<file path="src/rtl/sgnmag_conv_pipe_if.sv">
// Valid/ready stream bundle for sgnmag_conv_pipe: input side (in_*) and output side (out_*).
// The optional exception counter is a plain port on the converter (SGNMAG_EXCP_CNT_EN).
interface sgnmag_conv_pipe_if #(
    parameter int W = 12
);
    logic         in_valid;
    logic         in_ready;
    logic [W-1:0] in_data;
    logic         in_mode;
    logic         out_valid;
    logic         out_ready;
    logic [W-1:0] out_data;
    logic         out_mode;
    logic         out_excp;

    modport master (
        output in_valid, in_data, in_mode, out_ready,
        input  in_ready, out_valid, out_data, out_mode, out_excp
    );

    modport slave (
        input  in_valid, in_data, in_mode, out_ready,
        output in_ready, out_valid, out_data, out_mode, out_excp
    );
endinterface

</file>
<file path="src/rtl/sgnmag_conv_pipe.sv">
// Pipelined two's-complement <-> sign-magnitude converter with valid/ready flow control.
// Define SGNMAG_EXCP_CNT_EN to add the saturating exception counter port excp_cnt.
module sgnmag_conv_pipe #(
    parameter int W     = 12,
    parameter int PIPE  = 2,
    parameter int CNT_W = 8
) (
    input  logic             clk,
    input  logic             rst,
    sgnmag_conv_pipe_if.slave s
`ifdef SGNMAG_EXCP_CNT_EN
    ,
    output logic [CNT_W-1:0] excp_cnt
`endif
);

    logic         out_valid_q;
    logic [W-1:0] out_data_q;
    logic         out_mode_q;
    logic         out_excp_q;

    logic         adv_out;
    logic         c_valid;
    logic [W-1:0] c_data;
    logic         c_mode;

    assign adv_out = s.out_ready | ~out_valid_q;

    generate
        if (PIPE == 2) begin : g_two_stage
            logic         s1_valid_q;
            logic [W-1:0] s1_data_q;
            logic         s1_mode_q;
            logic         adv_s1;

            // Stage 1 may fill a hole even while the output register is stalled.
            assign adv_s1 = adv_out | ~s1_valid_q;

            always_ff @(posedge clk) begin
                if (rst) begin
                    s1_valid_q <= 1'b0;
                    s1_data_q  <= '0;
                    s1_mode_q  <= 1'b0;
                end else if (adv_s1) begin
                    s1_valid_q <= s.in_valid;
                    s1_data_q  <= s.in_data;
                    s1_mode_q  <= s.in_mode;
                end
            end

            assign s.in_ready = adv_s1;
            assign c_valid    = s1_valid_q;
            assign c_data     = s1_data_q;
            assign c_mode     = s1_mode_q;
        end else begin : g_one_stage
            assign s.in_ready = adv_out;
            assign c_valid    = s.in_valid;
            assign c_data     = s.in_data;
            assign c_mode     = s.in_mode;
        end
    endgenerate

    logic [W-2:0] mag;
    logic [W-1:0] neg_mag;
    logic [W-1:0] conv_data_d;
    logic         conv_excp_d;

    // -{0,m} shares its low bits with -x for negative x, so one negator serves both modes.
    assign mag     = c_data[W-2:0];
    assign neg_mag = ~{1'b0, mag} + 1'b1;

    always_comb begin
        conv_data_d = c_data;
        conv_excp_d = 1'b0;
        if (c_data[W-1]) begin
            if (mag == '0) begin
                conv_excp_d = 1'b1;
                conv_data_d = c_mode ? '0 : '1;
            end else begin
                conv_data_d = c_mode ? neg_mag : {1'b1, neg_mag[W-2:0]};
            end
        end
    end

    always_ff @(posedge clk) begin
        if (rst) begin
            out_valid_q <= 1'b0;
            out_data_q  <= '0;
            out_mode_q  <= 1'b0;
            out_excp_q  <= 1'b0;
        end else if (adv_out) begin
            out_valid_q <= c_valid;
            out_data_q  <= conv_data_d;
            out_mode_q  <= c_mode;
            out_excp_q  <= conv_excp_d;
        end
    end

    assign s.out_valid = out_valid_q;
    assign s.out_data  = out_data_q;
    assign s.out_mode  = out_mode_q;
    assign s.out_excp  = out_excp_q;

`ifdef SGNMAG_EXCP_CNT_EN
    logic [CNT_W-1:0] excp_cnt_q;
    logic [CNT_W-1:0] excp_cnt_d;

    always_comb begin
        excp_cnt_d = excp_cnt_q;
        if (out_valid_q && s.out_ready && out_excp_q && (excp_cnt_q != '1)) begin
            excp_cnt_d = excp_cnt_q + 1'b1;
        end
    end

    always_ff @(posedge clk) begin
        if (rst) begin
            excp_cnt_q <= '0;
        end else begin
            excp_cnt_q <= excp_cnt_d;
        end
    end

    assign excp_cnt = excp_cnt_q;
`else
    generate
        if (CNT_W < 1) begin : g_no_excp_cnt
        end
    endgenerate
`endif

endmodule

</file>
<file path="src/flat_wrapper.sv">
// flat-port wrapper written by rule: the top's interface ports become plain ports
module sgnmag_conv_pipe_flat 
#(
    parameter int W     = 12,
    parameter int PIPE  = 2,
    parameter int CNT_W = 8
)
  (clk, rst, s_in_valid, s_in_data, s_in_mode, s_out_ready, s_in_ready, s_out_valid, s_out_data, s_out_mode, s_out_excp);
  sgnmag_conv_pipe_if #(.W(W)) s_i ();
  input  logic clk;
  input  logic rst;
  input wire logic [$bits(s_i.in_valid)-1:0] s_in_valid;
  input wire logic [$bits(s_i.in_data)-1:0] s_in_data;
  input wire logic [$bits(s_i.in_mode)-1:0] s_in_mode;
  input wire logic [$bits(s_i.out_ready)-1:0] s_out_ready;
  output wire logic [$bits(s_i.in_ready)-1:0] s_in_ready;
  output wire logic [$bits(s_i.out_valid)-1:0] s_out_valid;
  output wire logic [$bits(s_i.out_data)-1:0] s_out_data;
  output wire logic [$bits(s_i.out_mode)-1:0] s_out_mode;
  output wire logic [$bits(s_i.out_excp)-1:0] s_out_excp;
  assign s_i.in_valid = s_in_valid;
  assign s_i.in_data = s_in_data;
  assign s_i.in_mode = s_in_mode;
  assign s_i.out_ready = s_out_ready;
  assign s_in_ready = s_i.in_ready;
  assign s_out_valid = s_i.out_valid;
  assign s_out_data = s_i.out_data;
  assign s_out_mode = s_i.out_mode;
  assign s_out_excp = s_i.out_excp;
  sgnmag_conv_pipe #(.W(W), .PIPE(PIPE), .CNT_W(CNT_W)) u_core (.clk(clk), .rst(rst), .s(s_i));
endmodule
</file>
<file path="config.mk">
export PLATFORM = sky130hd
export DESIGN_NAME = sgnmag_conv_pipe_flat
export DESIGN_NICKNAME = d
export VERILOG_FILES = /design/src/rtl/sgnmag_conv_pipe_if.sv /design/src/rtl/sgnmag_conv_pipe.sv /design/src/flat_wrapper.sv
export SDC_FILE = /design/constraint.sdc
export NUM_CORES = 1
export LEC_CHECK = 0
export BUFFER_PORTS_ARGS = -buffer_cell sky130_fd_sc_hd__buf_2
export CAP_MARGIN = 15
export CORE_UTILIZATION = 50
export CTS_CLUSTER_DIAMETER = 150
export DETAILED_ROUTE_END_ITERATION = 8
export PLACE_DENSITY = 0.79
export SYNTH_ARGS = -nofsm -noshare
export SYNTH_HDL_FRONTEND = slang
export SYNTH_SLANG_ARGS = --single-unit
</file>
<file path="constraint.sdc">
create_clock -name clk -period 5.7 [get_ports clk]
set_input_delay 0.285 -clock clk [delete_from_list [all_inputs] [get_ports clk]]
set_output_delay 0.285 -clock clk [all_outputs]
set_load 0.02 [all_outputs]
</file>
# Word-level counts from Yosys, hierarchy flattened
# Index checks and enable logic that the tools add are counted.
totals:
  register_bits: 29
  inputBits: 17
  out_inout_bits: 16
op_classes:
  addsub: 1
  muxes: 6
  n_bitwise: 5
  n_reduce_logical: 1
op_table:
  columns: ["operator", "n"]
  rows:
  - ["$mux 12", 4]
  - ["$add 12x1->12 const B", 1]
  - ["$not 11->12", 1]
  - ["$logic_not 11->1", 1]
  - ["$mux 1", 2]
  - ["$not 1->1", 2]
  - ["$or 1x1->1", 2]

# Longest topological paths before layout
# Gate-level depths: netlist of run 1.
logic_depth:
  word_depth: 5
  mapped_depth: 8
  mapped_depth_nobuf: 6

# Worst setup path before layout of run 1
# Ideal clock, no wire load.
synth_timing:
  kind: "register to register"
  startpoint: "reg u_core.g_two_stage.s1_data_q[0], in the netlist u_core.c_data[0]"
  endpoint: "reg u_core.out_data_q[1], in the netlist u_core.s.out_data[1]"
  setup_time_ps: 132
  t_arrival_ps: 1888
  t_required_ps: 5568
  slack_ps: 3681
  stages_incl_launch_ff: 8
  n_path_buf: 1
  cell_sequence: "dfxtp_1 inv_1 ha_1 or4b_1 buf_6 or3_4 a211oi_2 nor4_2"
synth_between:
  elab_chain_cells: 5
  word_cells_on_any_way: 6
  cone_classes: "1 x add/sub; 3 x mux; 1 x bitwise; 1 x reduce/logical"
synth_lines:
  columns: ["element", "line_no", "source"]
  rows:
  - ["start, declared", "sgnmag_conv_pipe.sv:32", "logic [W-1:0] s1_data_q;"]
  - ["start signal, assigned", "sgnmag_conv_pipe.sv:46", "s1_data_q <= s.in_data;"]
  - ["$not 11->12", "sgnmag_conv_pipe.sv:70", "assign neg_mag = ~{1'b0, mag} + 1'b1;"]
  - ["$add 12x1->12", "sgnmag_conv_pipe.sv:70", null]
  - ["$mux 12", "sgnmag_conv_pipe.sv:80", "conv_data_d = c_mode ? neg_mag : {1'b1, neg_mag[W-2:0]};"]
  - ["$mux 12 (*)", "sgnmag_conv_pipe.sv:76", "if (mag == '0) begin"]
  - ["$mux 12 (*)", "sgnmag_conv_pipe.sv:75", "if (c_data[W-1]) begin"]
  - ["end signal, assigned", "sgnmag_conv_pipe.sv:93", "out_data_q <= conv_data_d;"]
  - ["end, declared", "sgnmag_conv_pipe.sv:18", "logic [W-1:0] out_data_q;"]
# Mark *: on every way between the ends. The rest lies on a longest branch, timed or not.
# A chain may end at the register's enable or synchronous reset.

# Worst setup path after layout of run 1
layout_timing:
  startpoint: "reg u_core.out_valid_q, in the netlist u_core.s.out_valid"
  endpoint: "out s_in_ready"
layout_between:
  elab_chain_cells: 3
layout_lines:
  columns: ["element", "line_no", "source"]
  rows:
  - ["start, declared", "sgnmag_conv_pipe.sv:17", "logic out_valid_q;"]
  - ["start signal, assigned", "sgnmag_conv_pipe.sv:92", "out_valid_q <= c_valid;"]
  - ["$not 1->1", "sgnmag_conv_pipe.sv:27", "assign adv_out = s.out_ready | ~out_valid_q;"]
  - ["$or 1x1->1", "sgnmag_conv_pipe.sv:27", null]
  - ["$or 1x1->1", "sgnmag_conv_pipe.sv:37", "assign adv_s1 = adv_out | ~s1_valid_q;"]
  - ["end, declared", "flat_wrapper.sv:16", "output wire logic [$bits(s_i.in_ready)-1:0] s_in_ready;"]
# No other way between the ends.

==> impl_metrics.ini, run 1 <==
[setup_path]
crit_chain = nor2b_1 -> and2_1 -> inv_1 -> buf_2
worstPathRequired_ps = 5410
start_kind = register
r2r-end = u_core.c_data[8]$_SDFFE_PP0P_
slowest_stage = nor2b_1
crit_type = reg -> out
rr_startpoint = u_core.s.out_valid$_SDFFE_PP0P_
critPathArrivalTime_ps = 2670
cp-end-kind = output port
r2r_slack_ps = 3260
crit_fanout = 17
slowest_delay_ps = 900
r2r_cells = 5

[place]
gp_congestion = 0.902
dp_hpwl_mm = 2.46
port_buffers = 32

[sta]
hold_viol = 0
drv_slew = 0
setup_viol = 0
worst_pin_slew_ps = 1140
rsz0062_at_grt = false
fin_setup_tns_ps = 0
fmax_ghz = 0.338
fin_crit_ps = 2960
max_slew_margin_pct = 23.8
skew_ps = 4.99
period_share_pct = 51.9

[route]
firstDrtPassIters = 4
routedWlPerCell_um = 14.0
postRouteAntennaNets = 0
drtIter0Drc = 54
num_vias = 1447
drt-total-wl_mm = 3.42
viasPerCell = 5.91
drc = 0

[floorplan]
die_h_um = 56.5
dieArea_mm2 = 0.00320
start_util_pct = 53.4
rows = 19
core_area_mm2 = 0.00278
ios = 33
die_w_um = 56.5

[clock_network]
cts.htree.levels = 2
cts_buffer_depth = 2
root_buffer = clkbuf_4
cts_inserted_buffers = 5
clock_latency_ps = 330
postCtsHoldBufs = 0
post_cts.repair.setup_buffers = 0
cts_resized = 0
cts_tree = built
clock_sinks = 29
cts.clk_slew.worst_paths_ps = 90

[logic_synthesis]
synth_top_family_by_area = simple AND/OR/NAND/NOR gates
synth_mux_area_share_pct = 0
avgSynthCellArea_um2 = 7.82
synthAdderAreaFrac_pct = 0.842
synth-edff-count = 0
synthXorXnorAreaFrac_pct = 1.18
synthArstFlopShare_pct = 0
yosys_warnings = 0
syn-num-nets = 208
synthCells = 190
synthSimpleGateAreaFrac_pct = 26.7
synth-compound-area-share_pct = 24.7
synth.cell_area_mm2 = 0.00149
yosys_register_bits = 29
synth_cell_type_count = 46
synth-main-ff-cell = dfxtp_1
yosysSeqAreaShare_pct = 39.1

[power]
p_leak_nw = 0.679
intPower_mw = 0.291
ir_drop_v = 0.000231
swShare_pct = 31.7
p_seq_share_pct = 54.1
switching_power_mw = 0.135
clkPwrFrac_pct = 28.5
power_density_mw_per_mm2 = 257
p_comb_share_pct = 17.4

[global_route]
grt_max_degree = 30
antenna_found_initial = 0
grt_pass1_vias = 1249
grt_first_pass_wirelength_mm = 5.73
grt-ovfl-total = 0
track_usage_pct = 23.2

[layout]
utilization_pct = 59.6
syn2layout_area_growth_pct = 11.5
final_cell_mix = nand2_1 (41), buf_2 (32), dfxtp_1 (29), a21oi_1 (19), nor2_1 (16)
drive_gt1_share_pct = 22.0
antennaDiodeCount = 0
final_net_count = 231
final_common_cell = nand2_1
fill_cells = 280

[flow_run]
max_cap_viol_count = 0

[status]
status = finished clean

[worst_hold_path]
min_path_type = in -> reg
min_delay_path_depth = 3
min_from = s_in_valid
hold_end = u_core.c_valid$_SDFFE_PP0P_
-- how the worst max path moves through the flow --
| stage | from | end | slack (ps) | cells after the start |
|---|---|---|---|---|
| 3_5_place_dp | s_out_ready | s_in_ready | 3050 | 5 |
| 6_report | u_core.s.out_valid$_SDFFE_PP0P_ | s_in_ready | 2740 | 4 |
| 4_1_cts | u_core.s.out_valid$_SDFFE_PP0P_ | s_in_ready | 2700 | 4 |
| 3_3_place_gp | s_out_ready | s_in_ready | 3130 | 5 |
| 5_1_grt | u_core.s.out_valid$_SDFFE_PP0P_ | s_in_ready | 2530 | 4 |
| 2_1_floorplan | u_core.c_data[0]$_SDFFE_PP0P_ | u_core.s.out_data[1]$_SDFFE_PP0P_ | 3680 | 7 |
-- Yosys cell counts (all sizes together), types with 2 or more instances --
cell type	number	area (µm²)
nor2	16	60.1
o41ai	2	36.3
nor2b	2	12.5
inv	8	30.0
a211oi	4	35.0
dfxtp	29	581
buf	8	52.6
o31ai	2	15.0
nand2	41	154
nand3	2	10.0
o21ai	5	25.0
nor3	9	56.3
nor4	3	25.0
or3	2	17.5
a21oi	19	95.1
clkbuf	8	30.0
o211ai	6	45.0
o311ai	5	43.8
-- power groups by stage --
stage                     Combinational (mW)  Clock (mW)  Sequential (mW)
after floorplan                       0.0506           0            0.238
after global placement                0.0722           0            0.234
after detailed placement              0.0738           0            0.235
after CTS                             0.0742       0.124            0.230
after global routing                  0.0818       0.134            0.233
final                                 0.0742       0.121            0.230
-- logic make-up after synthesis --
kind of cell,after synthesis
DFF,29
xor gates and xnor gates,2
adders and majority gates,1
buffers and inverters,24
and+or+nand+nor,83
AOI/OAI and AO/OA,51
-- metal layers --
layer / vias to the layer above / global-route usage (%) / wire [µm] / share of wire, %
li1: 716 / - / - / -
met3: 10 / 6.68 / 238 / 7.0
met4: 0 / 8.36 / 53 / 1.6
met2: 56 / 36.3 / 1600 / 47
met5: - / 0 / 0 / 0
met1: 665 / 30.2 / 1530 / 45
-- area by class of cell --
| class | count | area [µm²] | share of cell area [%] |
|---|---|---|---|
| clock buffer | 5 | 37.5 | 2.26 |
| clock inverter | 3 | 17.5 | 1.06 |
| inverter | 8 | 30.0 | 1.81 |
| multi-input combinational | 137 | 793 | 47.8 |
| sequential | 29 | 581 | 35.0 |
| tap | 31 | 38.8 | 2.34 |
| timing repair buffer | 32 | 160 | 9.66 |
-- sequential cells by signal, summed over array words and instances, names as in the netlist --
signal / count
u_core.c_valid: 1
u_core.s.out_mode: 1
u_core.s.out_valid: 1
u_core.s.out_data: 12
u_core.c_mode: 1
u_core.c_data: 12
u_core.s.out_excp: 1
-- stage by stage --
step	total power, mW	setup WS [ps]	std cells	hold WS, ps	cell area [µm²]
after floorplan	0.289	3680	190	406	1490
after global placement	0.306	3130	237	436	1600
after detailed placement	0.309	3050	237	444	1600
after CTS	0.428	2700	245	170	1660
after global routing	0.448	2530	245	182	1660
final	0.426	2740	245	175	1660
-- critical path, delay by kind of cell, from the launching register on --
family        cells  cell delay [ps]
flops             1              350
simple gates      2             1440
buf+inv           2              550
Power figures use the tool's default switching activity.
==> inputs of run 2 (changes only) <==
- CORE_UTILIZATION: 50 -> 48
- clock period: 5.7 -> 2.49 ns (I/O delays scaled with it)
==> run 2 against run 1 <==
  * The flow now finishes with violations (design-rule violations)
  * Clock-buffer cell count increased by 2
  * Non-clock buffer count increased by 3
  * Global-route usage decreased by 1.9 points
  * Critical path depth increased by 2
  * Die area increased by 4.0%
  * Sequential share of layout area decreased by 1.1 points
  * Worst hold slack got worse by 170 ps
  * Via count decreased by 1.3%
  * Wire length decreased by 5.5%
  * Clock skew increased by 6.4 ps
  * Register-to-register slack got worse by 3000 ps
  * Highest routed layer unchanged
==> impl_metrics.ini, run 2 (synthesized netlist as in run 1, its figures left out) <==
[power]
fin_total_pwr_mw = 1.09
ir_drop_v = 0.000418
p_leak_nw = 0.709
power_density_mw_per_mm2 = 640

[clock_network]
root_buffer = clkbuf_4
cts_buffer_depth = 2
cts_resized = 0
postCtsHoldBufs = 0
post_cts.repair.setup_buffers = 0
clock_latency_ps = 320
cts.clk_slew.worst_paths_ps = 90
cts.htree.levels = 2
cts_tree = built
clock_sinks = 29
cts_inserted_buffers = 5

[setup_path]
crit_type = reg -> reg
crit_fanout = 7
slowest_stage = or4b_1
r2r_slack_ps = 230
r2r-end = u_core.s.out_data[1]$_SDFFE_PP0P_
crit_chain = inv_1 -> ha_1 -> or4b_1 -> or3_4 -> a211oi_2 -> nor4_2
rr_startpoint = u_core.c_data[0]$_SDFFE_PP0P_
start_kind = register
slowest_delay_ps = 650
cp-end-kind = register
r2r_cells = 6
worstPathRequired_ps = 2690
critPathArrivalTime_ps = 2460

[floorplan]
start_util_pct = 52.1
die_w_um = 57.7
dieArea_mm2 = 0.00332
core_area_mm2 = 0.00285
ios = 33
die_h_um = 57.7
rows = 19

[layout]
regArea_um2 = 581
antennaDiodeCount = 0
final_cell_mix = nand2_1 (41), buf_2 (32), dfxtp_1 (29), a21oi_1 (19), nor2_1 (16)
instances_no_fill = 248
drive_gt1_share_pct = 22.6
utilization_pct = 60.0
fill_cells = 267
final_common_cell = nand2_1
finalInstanceArea_mm2 = 0.00171
syn2layout_area_growth_pct = 15.1
final_net_count = 234
multiInputGateArea_um2 = 793

[sta]
fmax_ghz = 0.442
period_share_pct = 90.8
fin_setup_tns_ps = 0
worst_pin_slew_ps = 660
drv_slew = 0
skew_ps = 11.3
hold_viol = 0
max_slew_margin_pct = 55.7
rsz0062_at_grt = false
timing.hold.ws_ps = 8.55
setup_viol = 0
fin_ws_ps = 230
fin_crit_ps = 2260

[global_route]
track_usage_pct = 21.2
grt_first_pass_wirelength_mm = 5.44
grt-ovfl-total = 0
grt_pass1_vias = 1181
antenna_found_initial = 0
grt_max_degree = 30

[worst_hold_path]
hold_end = u_core.c_valid$_SDFFE_PP0P_
min_delay_path_depth = 3
min_from = s_in_valid
min_path_type = in -> reg

[route]
drc = 2
drtIter0Drc = 85
viasPerCell = 5.76
top_layer_used = met4
postRouteAntennaNets = 0
num_vias = 1428
firstDrtPassIters = 8
drt-total-wl_mm = 3.23
met2_length_mm = 1.38
wl_met1_mm = 1.55
met3_length_um = 247
routedWlPerCell_um = 13.0

[status]
failed_checks = design-rule violations
status = finished, violations left

[place]
port_buffers = 32
pre_cts_slack_ps = 278
placed_cell_area_mm2 = 0.00163
placedCellCount = 240
gp_congestion = 0.927
dp_hpwl_mm = 2.25

[flow_run]
max_cap_viol_count = 0
## run 2: routing by layer
layer | global-route usage, % | vias to the layer above
li1 | - | 725
met1 | 30.4 | 620
met2 | 30.9 | 76
met3 | 4.91 | 7
met4 | 8.84 | 0
met5 | 0 | -
## run 2: worst max-delay path: cells and delay by family, from the launching register on
kind,cells,cell delay (ps)
buffers and inverters,1,70
DFF,1,360
adders and majority gates,1,260
and+or+nand+nor,3,1200
AOI/OAI and AO/OA,1,250
## run 2: layout make-up
| type | instances | area share, % |
|---|---|---|
| clock buffer | 7 | 3.22 |
| clock inverter | 1 | 1.76 |
| inverter | 8 | 1.76 |
| multi-input combinational | 137 | 46.4 |
| sequential | 29 | 33.9 |
| tap | 31 | 2.27 |
| timing repair buffer | 35 | 10.7 |
## run 2: worst max-delay path by stage
stage / start / end / depth (start not counted)
6_report: u_core.c_data[0]$_SDFFE_PP0P_ / u_core.s.out_data[1]$_SDFFE_PP0P_ / 6
5_1_grt: u_core.c_data[0]$_SDFFE_PP0P_ / u_core.s.out_data[1]$_SDFFE_PP0P_ / 6
3_3_place_gp: u_core.c_data[0]$_SDFFE_PP0P_ / u_core.s.out_data[1]$_SDFFE_PP0P_ / 6
3_5_place_dp: u_core.c_data[0]$_SDFFE_PP0P_ / u_core.s.out_data[1]$_SDFFE_PP0P_ / 6
4_1_cts: u_core.c_data[0]$_SDFFE_PP0P_ / u_core.s.out_data[1]$_SDFFE_PP0P_ / 6
2_1_floorplan: u_core.c_data[0]$_SDFFE_PP0P_ / u_core.s.out_data[1]$_SDFFE_PP0P_ / 7
## run 2: power by group
group	leakage, nW	internal (mW)	switching [mW]
clock	0.0455	0.240	0.156
sequential	0.240	0.494	0.0303
combinational	0.423	0.0689	0.106
